## config.mk

```make
export PLATFORM = sky130hd
export DESIGN_NAME = q_update_engine
export DESIGN_NICKNAME = d
export VERILOG_FILES = /design/src/rtl/q_update_engine.sv
export SDC_FILE = /design/constraint.sdc
export NUM_CORES = 2
export LEC_CHECK = 0
export CAP_MARGIN = 0
export CORE_UTILIZATION = 50
export CTS_CLUSTER_SIZE = 25
export DETAILED_ROUTE_END_ITERATION = 10
export PLACE_DENSITY = 0.63
export SYNTH_ARGS = -nofsm -noshare
export SYNTH_HDL_FRONTEND = slang
export SYNTH_SLANG_ARGS = --single-unit
```

## constraint.sdc

```tcl
create_clock -name clk -period 45.5 [get_ports clk]
set_input_delay 4.55 -clock clk [delete_from_list [all_inputs] [get_ports clk]]
set_output_delay 4.55 -clock clk [all_outputs]
set_load 0.01 [all_outputs]
```

## src/rtl/q_update_engine.sv

```systemverilog
// Q-learning update stage: owns the Q-table, applies one Bellman update per request
// over a fixed FETCH/MAX/TARGET/WRITE/DONE sequence, and serves a registered policy read row.
//
// state  | meaning
// IDLE   | wait for start; latch request or flag a malformed action
// FETCH  | register rows for s and s'
// MAX    | register signed max lane of row s'
// TARGET | register t = sat16(r + (m*gamma)>>>8)
// WRITE  | commit sat16(q + ((t-q)>>>alpha)) into lane a of row s
// DONE   | retire; done pulse follows one cycle later
module q_update_engine #(
    parameter int          STATE_W     = 4,
    parameter int          ALPHA_SHIFT = 2,
    parameter logic [15:0] GAMMA       = 16'h00E6
) (
    input  logic               clk,
    input  logic               rst,
    input  logic               start,
    input  logic [STATE_W-1:0] cur_state,
    input  logic [3:0]         action,
    input  logic [15:0]        reward,
    input  logic [STATE_W-1:0] next_state,
    input  logic [STATE_W-1:0] rd_state,
    output logic [63:0]        q_values,
    output logic [15:0]        q_new,
    output logic               busy,
    output logic               done,
    output logic               err
);

    localparam int DEPTH = 1 << STATE_W;

    typedef enum logic [2:0] {IDLE, FETCH, MAX, TARGET, WRITE, DONE} state_t;

    function automatic logic [15:0] sat16(input logic signed [32:0] v);
        if (v > 33'sd32767)
            return 16'h7FFF;
        else if (v < -33'sd32768)
            return 16'h8000;
        else
            return v[15:0];
    endfunction

    function automatic logic [15:0] smax(input logic signed [15:0] a, input logic signed [15:0] b);
        return (a > b) ? a : b;
    endfunction

    state_t              state;
    logic [63:0]         q_table [DEPTH];
    logic [STATE_W-1:0]  s_lat;
    logic [STATE_W-1:0]  sn_lat;
    logic [1:0]          a_lat;
    logic [15:0]         r_lat;
    logic [63:0]         row_cur;
    logic [63:0]         row_next;
    logic [15:0]         m_reg;
    logic [15:0]         t_reg;
    logic                err_pend;

    logic                onehot;
    logic [1:0]          act_idx;
    logic [15:0]         m_comb;
    logic signed [32:0]  p;
    logic signed [32:0]  g;
    logic signed [32:0]  t_sum;
    logic [15:0]         q_cur;
    logic signed [16:0]  d;
    logic signed [16:0]  step;
    logic signed [32:0]  q_sum;
    logic [15:0]         q_new_c;

    assign onehot = (action != 4'd0) && ((action & (action - 4'd1)) == 4'd0);

    always_comb begin
        act_idx = 2'd0;
        case (action)
            4'b0010: act_idx = 2'd1;
            4'b0100: act_idx = 2'd2;
            4'b1000: act_idx = 2'd3;
            default: act_idx = 2'd0;
        endcase
    end

    assign m_comb = smax(smax(row_next[15:0], row_next[31:16]),
                         smax(row_next[47:32], row_next[63:48]));

    // Gamma is unsigned, so it gets a zero sign bit before the signed multiply.
    assign p     = $signed(m_reg) * $signed({1'b0, GAMMA});
    assign g     = p >>> 8;
    assign t_sum = $signed({{17{r_lat[15]}}, r_lat}) + g;

    assign q_cur   = row_cur[{a_lat, 4'b0000} +: 16];
    assign d       = $signed({t_reg[15], t_reg}) - $signed({q_cur[15], q_cur});
    assign step    = d >>> ALPHA_SHIFT;
    assign q_sum   = $signed({{17{q_cur[15]}}, q_cur}) + $signed({{16{step[16]}}, step});
    assign q_new_c = sat16(q_sum);

    always_ff @(posedge clk or posedge rst) begin
        if (rst) begin
            state    <= IDLE;
            for (int i = 0; i < DEPTH; i++) q_table[i] <= 64'd0;
            s_lat    <= '0;
            sn_lat   <= '0;
            a_lat    <= 2'd0;
            r_lat    <= 16'd0;
            row_cur  <= 64'd0;
            row_next <= 64'd0;
            m_reg    <= 16'd0;
            t_reg    <= 16'd0;
            err_pend <= 1'b0;
            q_values <= 64'd0;
            q_new    <= 16'd0;
            busy     <= 1'b0;
            done     <= 1'b0;
            err      <= 1'b0;
        end else begin
            // Read port is independent of the FSM; a same-cycle write returns the old row.
            q_values <= q_table[rd_state];
            busy     <= (state != IDLE);
            done     <= (state == DONE);
            err      <= err_pend;
            err_pend <= 1'b0;
            case (state)
                IDLE: begin
                    if (start) begin
                        if (onehot) begin
                            s_lat  <= cur_state;
                            sn_lat <= next_state;
                            a_lat  <= act_idx;
                            r_lat  <= reward;
                            state  <= FETCH;
                        end else begin
                            err_pend <= 1'b1;
                        end
                    end
                end
                FETCH: begin
                    row_cur  <= q_table[s_lat];
                    row_next <= q_table[sn_lat];
                    state    <= MAX;
                end
                MAX: begin
                    m_reg <= m_comb;
                    state <= TARGET;
                end
                TARGET: begin
                    t_reg <= sat16(t_sum);
                    state <= WRITE;
                end
                WRITE: begin
                    q_table[s_lat][{a_lat, 4'b0000} +: 16] <= q_new_c;
                    q_new <= q_new_c;
                    state <= DONE;
                end
                DONE:    state <= IDLE;
                default: state <= IDLE;
            endcase
        end
    end

endmodule
```

* Word-level counts from Yosys, hierarchy flattened
Index checks and enable logic that the tools add are counted.
Operators by class: add/subtract/negate cells 5, multipliers 1, divide/modulo/power cells 0, order comparisons 11, equality and inequality tests 10, shift operators 3, muxes and demuxes 26, bitwise gates (word level) 4, reduce and logical (&&, ||, !) cells 8
Operators by type and width (count):
- bitwise mux 1024 bit | 1
- binary-select mux 64 bit (select 4 bit) | 3
- 2-to-1 mux 64 bit | 7
- demux 64 bit (select 4 bit) | 1
- 2-to-1 mux 16 bit | 7
- variable shift 16 x 8 -> 64 bit (first input constant) | 1
- variable part select 16 x 8 -> 64 bit | 1
- variable part select 64 x 7 -> 16 bit | 1
- greater-than comparator 16 bit | 3
- multiplier 16 x 8 -> 24 bit (second input constant) | 1
- adder 16 x 17 -> 18 bit | 1
- greater-than comparator 18 x 16 -> 1 bit (second input constant) | 1
- less-than comparator 18 x 16 -> 1 bit (second input constant) | 1
- adder 16 x 15 -> 17 bit | 1
- greater-than comparator 17 x 16 -> 1 bit (second input constant) | 1
- less-than comparator 17 x 16 -> 1 bit (second input constant) | 1
- subtractor 16 x 16 -> 17 bit | 1
- greater-or-equal comparator 5 bit (second input constant) | 3
- inverter 4 -> 5 bit | 3
- one-hot mux 3 bit (5 select lines) | 1
- negator 6 -> 8 bit | 1
- equality test 3 x 2 -> 1 bit (second input constant) | 2
- equality test 3 bit (second input constant) | 2
- 2-to-1 mux 3 bit | 2
- 17 further kinds | 21
Word-level totals: flip-flop bits (word level) 1297, latch bits 0, RAM bits 0, memory bits (read-only) 0, bits of input ports 35, output and inout bits 83, logic and storage cells 99, memories 0

* Longest topological paths before layout
word-level depth 8, gate-level depth with buffers 27, gate-level depth less buffers 26

* Least setup slack after synthesis
OpenSTA, ideal clock, no wires.
path kind input -> register, start input port rd_state[0], end register q_values[23], library setup time 138 ps, data arrival time 6687 ps, required time 45362 ps, slack 38675 ps, stages on the path 5, buffers on the path 3, path through clkbuf_1 -> clkbuf_1 -> buf_1 -> mux4_2 -> mux4_2
On the way: word-level cells in the longest chain between the ends 4
RTL lines:
- start, declared | line 23 | input logic [STATE_W-1:0] rd_state,
- inverter 4 -> 5 bit (implied by the code) | line 118 | q_values <= q_table[rd_state];
- binary-select mux 64 bit (select 4 bit) | line 118
- 2-to-1 mux 64 bit (implied by the code) (2 in a row) | line 118
- end signal, assigned | line 118
- end, declared | line 24 | output logic [63:0] q_values,
Every way passes these cells. The select of a mux whose other input is x is not followed. A chain may end at the register's enable or synchronous reset.

==> metrics list <==
* Run status: completed
- Entering global routing, the biggest net connects 159 pins.
* Number of synthesized flops with an enable pin: 0
- Initial standard-cell utilization of the core: 0.504
* Peak Freq: 102 MHz
- Via count of the first global-routing pass: 52.7k
* Die width: 391 µm
- For this design, the sink count on the clock tree is 1297.
- Cell Area, Placed: 78300 µm²
* Critical path's top delay family: buffers and inverters
- In the final timing run, aggregate negative setup slack is 0 ns.
- Overflow after GRT: 0
- In this run the critical register-to-register path is launched from a_lat[0].
- Summed instance area of the synthesized netlist: 75700 µm²
- For the worst-skew pair, the clock arrives at the later sink with an insertion delay of 0.81 ns.
* Number of clock buffers inserted by TritonCTS: 142
- In this run the tool buffered the top-level ports with 117 buffer cells.
* Unique cell type count in the Yosys netlist: 84
- Of all cell types, the one taking the most synthesized area is sky130_fd_sc_hd__dfrtp_1.
- The critical path runs through a total of 8 cells.
- Via count: 52.6k
* Setup repair after global routing missed its margin: no
* Commonest cells post-synth: sky130_fd_sc_hd__dfrtp_1 (1297), sky130_fd_sc_hd__nand2_1 (1152), sky130_fd_sc_hd__mux4_2 (976)
* Total routing usage reported by global routing: 0.312
- The path class of the tightest hold or removal check is flop to flop.
- Most frequent cell after synthesis: sky130_fd_sc_hd__dfrtp_1
* Placed wire-length estimate after detailed placement: 144000 µm
- From bottom edge to top edge, the die measures 391 µm.
- The pre-antenna-repair detailed-routing pass consisted of 5 iterations.
* Crit path arrival time: 10.60 ns
* Violation count after the first detailed-routing iteration: 5835
- Max reg flops: 1024
* Proportion of synthesized chip area in sequential cells: 0.429
- Share of cells above drive strength 1: 0.265
- Cell with the most instances on the worst path: sky130_fd_sc_hd__buf_4
* Io pins: 118
- The congestion estimate from routability-driven global placement came to 0.932.
- Maximum net fanout on the critical path: 101
- The slowest stage of the critical path is the sky130_fd_sc_hd__buf_4 cell.
* Leading post-synthesis cells by cell area: sky130_fd_sc_hd__dfrtp_1 (43%), sky130_fd_sc_hd__mux4_2 (29%), sky130_fd_sc_hd__nand2_1 (5.7%)
- Core region area: 150000 µm²
- Synthesis produced a netlist whose cell count is 6140.
- Sort of element at the start of the critical path: input pin
- The worst hold path was traced through 0 stages.
- Clock tree buffer depth: 3
- Setup CP Type: input pin to async pin
- Max Clock Skew: 0.0292 ns
- The Yosys step of the flow raised 0 warnings.
- Transition time at the pin with the least slew margin: 1.19 ns
- The share of synthesized area in the top cell type comes to 0.429.
- The worst path in the final design needs a cycle of 9.78 ns, including I/O delays and setup.
- Non-Filler Cell Area, Final: 83200 µm²
- The worst hold path begins at err_pend.
- Together, buffers and inverters on the worst path number 8.
* Slew Viols, Final: 0
- When the netlist entered floorplanning its net count stood at 6366.
- The synthesized design contains 1297 register bits.
- Worst slack on hold paths: 0.355 ns
- Capturing element type of the critical path: async pin
* Clock slew seen by the registers of the worst setup and hold paths: 0.06 ns
* Setup Fix Bufs, Post-CTS: 0
- The net count of the finished layout is 6216.
* Slew headroom: 0.206
- Cell count after placement: 7862
- q_table holds more flip-flops than any other register.
* Routed len/inst: 28.5 µm
- Source of the critical timing path: rst
- Wire length of the first global-routing pass: 350000 µm
- Total routed wirelength: 232000 µm
- For this run, the slowest stage of the critical path takes 0.86 ns.
- Primary FF master, synth: sky130_fd_sc_hd__dfrtp_1
- Traced cell by cell, the critical path runs through clkdlybuf4s50_1 -> inv_8 -> buf_4 -> buf_4 -> buf_4 -> buf_4 -> buf_4 -> buf_4.
- Fill cells: 12.3k
- Depth of the most critical reg-to-reg path: 22
- The die covers 153000 µm².
- Averaged over all synthesized cells, the footprint is 12.3 µm².
- Detail-routed via count per cell: 6.48
- P&R area growth vs syn: 9.96%
* Period utilisation layout: 0.215
* Post-synthesis async set-or-reset flop share: 1.00
* Number of hold buffers added after cts: 0
* Total number of H-tree levels: 4
* DRC: 0
- Number of cells upsized or downsized after cts: 0
- Row generation in the floorplan step produced 142 rows.
* Critical Path RT: 46.32 ns
- The number of hold violations in the final report is 0.
* Clock root buffer: sky130_fd_sc_hd__clkbuf_16
- Max-cap violations in this run came to 0.
- Leaving out filler cells and counting taps, the final layout contains 8115.
* Clock tree from TritonCTS: built
- Setup violations remaining at the end of the flow were counted as 0.
- In this run the remaining antenna-violating nets after routing total 0.
- The initial antenna violation count was 10.
[final timing paths]
| kind | end | slack (ns) |
|---|---|---|
| max | q_table[247] | 35.72 |
| min | err | 0.36 |
| max in group clk | q_values[19] | 38.12 |
| min in group asynchronous | q_table[908] | 4.28 |
| min reg2reg | err | 0.36 |
| max reg2reg | q_table[937] | 38.56 |
[layout make-up]
cell class              instances  area [µm²]  share of cell area
well taps                    2016        2520              0.0303
repair buffers                249        2210              0.0265
diodes                          2        5.00           0.0000601
flip-flops and latches       1297       32500               0.390
inverters                     187         709             0.00852
clock inverters                59         832             0.00999
clock buffers                 192        4100              0.0492
multi-input cells            4113       40400               0.485
[placed cells by master, fill, tap and decap left out, drive strengths merged, types with 22 or more instances in the layout]
master         netlist  layout
dfrtp             1297    1297
nand2             1174    1174
o21ai             1051    1051
mux4               976     976
inv                187     193
clkbuf             394     192
mux2               170     170
ha                 152     152
buf                149     136
clkdlybuf4s50        0     113
a21oi               74      74
nor2                66      66
nand3               43      43
a21o                41      41
fa                  39      39
xnor2               37      37
clkinv               0      29
nor3                27      27
xor2                22      22
[logic make-up (layout without fill, tap and decap cells)]
kind of cell             count (synthesis)  count (layout)  share of synthesized area
flip-flops                            1297            1297                      0.429
AND/OR/NAND/NOR                       1391            1391                     0.0761
AO/OA/AOI/OAI                         1301            1301                     0.0954
XOR/XNOR                                59              59                    0.00717
adder cells (fa/ha/maj)                198             198                     0.0365
other                                    0               2                          0
buffers and inverters                  730             687                     0.0382
multiplexers                          1164            1164                      0.318
[layer usage]
layer | part of all wire | vias to the layer above | global-route usage
met5 | 0.00020 | - | 0
met4 | 0.049 | 6 | 0.142
met3 | 0.084 | 537 | 0.0687
met2 | 0.46 | 2196 | 0.471
met1 | 0.41 | 27154 | 0.433
li1 | - | 22666 | -
[per-stage QoR]
| stage | util | setup WS [ns] |
|---|---|---|
| 2_1_floorplan | - | 4.39 |
| 3_3_place_gp | 0.522 | 34.78 |
| 3_5_place_dp | 0.522 | 34.64 |
| 4_1_cts | 0.554 | 35.52 |
| 5_1_grt | 0.554 | 34.77 |
| 6_report | 0.554 | 35.72 |
Power is left out: the tool's default activity adds up to more than one toggle a clock period on the data nets, which glitch-free logic cannot reach.
